`config.mk`:
```
export PLATFORM = sky130hd
export DESIGN_NAME = rc4_key_search_controller
export DESIGN_NICKNAME = d
export VERILOG_FILES = /design/src/rtl/rc4_key_search_controller.sv
export SDC_FILE = /design/constraint.sdc
export NUM_CORES = 1
export LEC_CHECK = 0
export CAP_MARGIN = 30
export CORE_MARGIN = 10
export CORE_UTILIZATION = 46
export CTS_CLUSTER_DIAMETER = 30
export DETAILED_ROUTE_END_ITERATION = 16
export GPL_ROUTABILITY_DRIVEN = 0
export PLACE_DENSITY = 0.86
export SYNTH_ARGS = -nofsm -noshare
export SYNTH_HDL_FRONTEND = slang
export SYNTH_SLANG_ARGS = --single-unit
```
`constraint.sdc`:
```
create_clock -name clk -period 5.65 [get_ports clk]
set_input_delay 1.13 -clock clk [delete_from_list [all_inputs] [get_ports clk]]
set_output_delay 1.13 -clock clk [all_outputs]
set_load 0.1 [all_outputs]
```
`src/rtl/rc4_key_search_controller.sv`:
```
// rc4_key_search_controller
//
// Top-level scheduler for the RC4 brute-force key search. For each candidate
// key it runs the S-memory init engine, the KSA engine and the decryption
// engine in turn, hands the single-port S-memory to whichever engine owns the
// current phase, and snoops the decrypted output to decide whether the
// plaintext looks like lowercase text. It stops on the first good key or when
// the key range is exhausted.
//
// Ports:
//   clk, reset_n                   clock, asynchronous active-low reset
//   start                          one-cycle search request (ignored while busy)
//   busy, done, key_found          search status (registered)
//   current_key                    key under test / winning key
//   init_/ksa_/dec_start           one-cycle engine start pulses
//   init_/ksa_/dec_finish          one-cycle engine finish pulses
//   init_/ksa_/dec_s_addr/wdata/wren  per-engine S-memory requests
//   s_mem_addr/data_write/wren     arbitrated S-memory port
//   dec_out_wren, dec_out_data     snoop of the decryptor's output-RAM writes
module rc4_key_search_controller #(
  parameter int                   KEY_WIDTH      = 24,
  parameter logic [KEY_WIDTH-1:0] KEY_START      = KEY_WIDTH'(24'h000000),
  parameter logic [KEY_WIDTH-1:0] KEY_END        = KEY_WIDTH'(24'h3FFFFF),
  parameter int                   MESSAGE_LENGTH = 32
) (
  input  logic                 clk,
  input  logic                 reset_n,
  input  logic                 start,
  output logic                 busy,
  output logic                 done,
  output logic                 key_found,
  output logic [KEY_WIDTH-1:0] current_key,
  output logic                 init_start,
  output logic                 ksa_start,
  output logic                 dec_start,
  input  logic                 init_finish,
  input  logic                 ksa_finish,
  input  logic                 dec_finish,
  input  logic [7:0]           init_s_addr,
  input  logic [7:0]           ksa_s_addr,
  input  logic [7:0]           dec_s_addr,
  input  logic [7:0]           init_s_wdata,
  input  logic [7:0]           ksa_s_wdata,
  input  logic [7:0]           dec_s_wdata,
  input  logic                 init_s_wren,
  input  logic                 ksa_s_wren,
  input  logic                 dec_s_wren,
  output logic [7:0]           s_mem_addr,
  output logic [7:0]           s_mem_data_write,
  output logic                 s_mem_wren,
  input  logic                 dec_out_wren,
  input  logic [7:0]           dec_out_data
);

  typedef enum logic [3:0] {
    S_IDLE, S_INIT_GO, S_INIT_WAIT, S_KSA_GO, S_KSA_WAIT, S_DEC_GO,
    S_DEC_WAIT, S_CHECK, S_NEXT_KEY, S_FOUND, S_EXHAUSTED
  } state_t;

  localparam logic [5:0] MSG_LEN = 6'(MESSAGE_LENGTH);

  state_t               state_q, state_d;
  logic [KEY_WIDTH-1:0] key_q, key_d;
  logic [5:0]           cnt_q, cnt_d;
  logic                 bad_q, bad_d;
  logic                 busy_q, busy_d;
  logic                 done_q, done_d;
  logic                 found_q, found_d;

  // Acceptable plaintext: lowercase letters and space.
  function automatic logic is_text(input logic [7:0] b);
    return ((b >= 8'h61) && (b <= 8'h7A)) || (b == 8'h20);
  endfunction

  // Byte counter saturates so an over-long message can never wrap back to
  // a matching length.
  function automatic logic [5:0] sat_inc(input logic [5:0] c);
    return (c == 6'd63) ? c : c + 6'd1;
  endfunction

  always_ff @(posedge clk or negedge reset_n) begin
    if (!reset_n) begin
      state_q <= S_IDLE;
      key_q   <= KEY_START;
      cnt_q   <= '0;
      bad_q   <= 1'b0;
      busy_q  <= 1'b0;
      done_q  <= 1'b0;
      found_q <= 1'b0;
    end else begin
      state_q <= state_d;
      key_q   <= key_d;
      cnt_q   <= cnt_d;
      bad_q   <= bad_d;
      busy_q  <= busy_d;
      done_q  <= done_d;
      found_q <= found_d;
    end
  end

  always_comb begin
    state_d = state_q;
    key_d   = key_q;
    cnt_d   = cnt_q;
    bad_d   = bad_q;
    case (state_q)
      S_IDLE, S_FOUND, S_EXHAUSTED: begin
        if (start) begin
          key_d   = KEY_START;
          state_d = S_INIT_GO;
        end
      end
      S_INIT_GO:   state_d = S_INIT_WAIT;
      S_INIT_WAIT: if (init_finish) state_d = S_KSA_GO;
      S_KSA_GO:    state_d = S_KSA_WAIT;
      S_KSA_WAIT:  if (ksa_finish) state_d = S_DEC_GO;
      S_DEC_GO: begin
        cnt_d   = '0;
        bad_d   = 1'b0;
        state_d = S_DEC_WAIT;
      end
      S_DEC_WAIT: begin
        // A byte written in the same cycle as dec_finish is still counted.
        if (dec_out_wren) begin
          cnt_d = sat_inc(cnt_q);
          if (!is_text(dec_out_data)) bad_d = 1'b1;
        end
        if (dec_finish) state_d = S_CHECK;
      end
      S_CHECK: begin
        if (!bad_q && (cnt_q == MSG_LEN)) state_d = S_FOUND;
        else                              state_d = S_NEXT_KEY;
      end
      S_NEXT_KEY: begin
        if (key_q == KEY_END) begin
          state_d = S_EXHAUSTED;
        end else begin
          key_d   = key_q + KEY_WIDTH'(1);
          state_d = S_INIT_GO;
        end
      end
      default: state_d = S_IDLE;
    endcase

    // Status flags are registered images of the next state.
    busy_d  = !((state_d == S_IDLE) || (state_d == S_FOUND) || (state_d == S_EXHAUSTED));
    done_d  = (state_d == S_FOUND) || (state_d == S_EXHAUSTED);
    found_d = (state_d == S_FOUND);
  end

  // S-memory mux decoded straight from the state register: no added latency.
  always_comb begin
    s_mem_addr       = 8'h00;
    s_mem_data_write = 8'h00;
    s_mem_wren       = 1'b0;
    case (state_q)
      S_INIT_GO, S_INIT_WAIT: begin
        s_mem_addr       = init_s_addr;
        s_mem_data_write = init_s_wdata;
        s_mem_wren       = init_s_wren;
      end
      S_KSA_GO, S_KSA_WAIT: begin
        s_mem_addr       = ksa_s_addr;
        s_mem_data_write = ksa_s_wdata;
        s_mem_wren       = ksa_s_wren;
      end
      S_DEC_GO, S_DEC_WAIT: begin
        s_mem_addr       = dec_s_addr;
        s_mem_data_write = dec_s_wdata;
        s_mem_wren       = dec_s_wren;
      end
      default: ;
    endcase
  end

  assign init_start  = (state_q == S_INIT_GO);
  assign ksa_start   = (state_q == S_KSA_GO);
  assign dec_start   = (state_q == S_DEC_GO);
  assign busy        = busy_q;
  assign done        = done_q;
  assign key_found   = found_q;
  assign current_key = key_q;

endmodule

```
==> key figures <==
Outcome
  – Outcome: complete, no violations

Critical path
  – Delay of the slowest cell on the worst path: 1.19 ns
  – Critical setup path kind: reg -> out
  – Slowest cell on the critical path: clkdlybuf4s50_1
  – Endpoint class of the critical path: primary output
  – Kind of start point of the critical path: flop
  – Cells along the critical path: nand2b_1 > nor2_1 > clkdlybuf4s50_1
  – Critical Path Fanout Max: 19
  – Required time worst endpoint: 4.52 ns
  – Cell family with the largest share of critical-path delay: buffers and inverters
  – Endpoint arrival time on the critical path: 2.79 ns
  – Buffers plus inverters on the worst setup path: 1

Synthesis
  – Most common library cells after synthesis: 38 x dfrtp_1, 35 x nand2_1, 26 x inv_1
  – Cell area after synthesis: between 0.002 and 0.003 mm²
  – Gate Count Post-Synth: 296
  – Syn_nets: 365
  – Most frequent cell after synthesis: dfrtp_1
  – Sequential element share of the synthesized area: 36.5%
  – Most used DFF post-synth: dfrtp_1
  – Area contributors post-synth: dfrtp_1 36%, a222oi_1 6.5%, nand2_1 5.0%
  – Unique cell type count in the Yosys netlist: 56
  – Fraction of registers with async set/reset: 100%
  – Synth Warn #: 0
  – Most area-hungry cell type in the Yosys netlist: dfrtp_1
  – Number of synthesized flops with an enable pin: 0
  – Register bit total from synthesis: 38
  – Top-area cell type share of the netlist area: 36.5%
  – Post-Synthesis Mean Instance Area: 8.81 µm²

Place
  – Cell total after placement: 468
  – Standard cell area after detailed placement: 0.00373 mm²
  – Number of I/O port buffers: 112
  – Worst setup timing slack at the placement stage: around 2.1 ns
  – Detail Placement HPWL: approximately 6600 µm

Global routing
  – Vias in the first global route: between 2000 and 3000
  – Initial antenna violation count: 0
  – Largest net degree at the start of global routing: 39
  – Global routing usage summed across all routing layers: 17.8%
  – Wire length of the first global-routing pass: 13400 µm
  – GRT overflow: 0

CTS
  – Hold bufs inserted after CTS: 0
  – Clock tree from TritonCTS: built
  – Clock-pin slew of the registers on the worst-case setup and hold paths: 0.08 ns
  – Buffer count from post-CTS setup fixing: 0
  – CTS H-tree lvls: 2
  – Total clock buffers created by CTS: 5
  – Post-cts resize count: 0
  – Clk buf depth: 2
  – Cell chosen for the clock root: clkbuf_8
  – Count of clock tree sinks: 38
  – Worst skew pair latency: 0.29 ns

Power and ir drop
  – Maximum resistive drop on vdd: 0.000891 V
  – Power density normalized to cell area: 603 mW/mm²
  – Static power due to leakage: 0.00162 µW

Final layout
  – Net count, final: 472
  – Layout Cell Area excl Fill: around 0.0038 mm²
  – Sequential cell area: 951 µm²
  – Syn-to-layout area delta: 46.5%
  – Inserted Diodes: 0
  – Multi-input gate area in the final layout: around 0.0015 mm²
  – Fill cell instance count of the final layout: 423
  – Proportion of layout cells with a drive suffix above 1: roughly a tenth
  – Cell Count, Final, Fillers Out: approximately 480

Detailed routing
  – Post-detailed-route via-to-cell ratio: 6.11
  – Routed via count: roughly 2900
  – Residual DRC: 0
  – Number of search-and-repair iterations in the first detailed-routing pass: 8
  – Iteration-0 DRC count of the detailed router: 222
  – Number of nets still failing antenna checks after routing: 0
  – Routed wire length: 8460 µm
  – Average wire length per cell after detail routing: approximately 18 µm

STA
  – Measured slew at the worst slew-check pin: 1.01 ns
  – Final count of negative-setup-slack endpoints: 0
  – RSZ-0062 raised after global routing: false
  – Maximum operating frequency: approximately 0.26 GHz
  – Worst setup slack after layout: 1.73 ns
  – Max_slew headroom: 32.5%
  – Final Hold Fails: 0
  – Setup total negative slack: 0 ns
  – Final period utilization: 69.3%
  – Setup clock skew after layout: 0.00812 ns
  – Crit path time final: 3.92 ns
  – Fin. max-slew vios: 0

Floorplan
  – Die height: around 95 µm
  – Core Rows: 27
  – Number of top-level pins: 113
  – Starting Density: 47.4%
  – Die ar.: 0.00908 mm²
  – Placeable core area: 0.00551 mm²
  – Die Width: 95.3 µm

Worst hold path
  – Min-Delay Path Class: reg -> reg

Run
  – Number of max-cap violations: 0
[through the flow]
stage          power [µW]  hold slack, ns  util (%)
5_1_grt              2400           0.574      69.4
2_1_floorplan        1740           0.497         -
3_5_place_dp         2110           0.529      67.8
4_1_cts              2310           0.545      69.4
3_3_place_gp         2090           0.515      67.6
6_report             2300           0.551      69.4
[final timing paths]
path | start | to | slack (ns) | cells after the start
worst max-delay path | state_q[0] | dec_start | 1.73 | 3
min in group asynchronous | reset_n | current_key[17] | 0.94 | 1
max in group asynchronous | reset_n | current_key[4] | 4.16 | 1
worst min register to register | cnt_q[1] | cnt_q[1] | 0.55 | 2
worst min-delay path | cnt_q[1] | cnt_q[1] | 0.55 | 2
worst max register to register | state_q[1] | current_key[22] | 2.94 | 5
[state kept, by name, summed over array words and instances, names as in the netlist]
signal	flops
bad_q	1
done	1
state_q	4
busy	1
current_key	24
cnt_q	6
key_found	1
[power by group]
part	total (µW)	leakage [µW]	internal [µW]	switching, µW
Combinational	1690	0.00106	405	1280
Clock	198	0.0000482	98.6	99.8
Sequential	417	0.000512	316	101
[area by class of cell]
type                    count  share of cell area (%)
multi-input cells         218                    39.3
repair buffers            114                    28.5
flip-flops and latches     38                    24.9
inverters                  26                    2.55
well taps                  72                    2.36
clock buffers               7                    2.26
clock inverters             1                   0.131
[metal layers]
metal | routed length (µm) | vias to the layer above | track usage [%] | share of wire, %
met3 | 1200 | 10 | 10.3 | 14
li1 | - | 1376 | - | -
met1 | 3140 | 1377 | 18.4 | 37
met2 | 4040 | 147 | 30.5 | 48
met5 | 0 | - | 0 | 0
met4 | 89 | 0 | 4.61 | 1.1
[placed cells by master, fill, tap and decap left out, types with 10 or more instances in the layout]
cell type        count
a222oi_1            17
nand3_1             17
clkdlybuf4s50_1     94
nand2_1             35
buf_4               19
o211ai_1            12
dfrtp_1             38
o21ai_0             12
nand4_1             14
and3_1              10
inv_1               26
nor2_1              10
[cells by family (layout without fill, tap and decap cells)]
group / Yosys count / count (layout) / share of synthesized area (%)
AO/OA/AOI/OAI: 81 / 81 / 25.6
AND/OR/NAND/NOR: 124 / 124 / 26.8
buffers and inverters: 40 / 148 / 6.09
XOR/XNOR: 4 / 4 / 1.34
multiplexers: 6 / 6 / 2.30
adder cells (fa/ha/maj): 3 / 3 / 1.44
flip-flops: 38 / 38 / 36.5
[tightest hold or removal path, stage by stage, from the launching register on]
cell and delay, ns:
dfrtp_1 0.40, nand2_1 0.06, o21ai_0 0.06
Power figures use the tool's default switching activity.
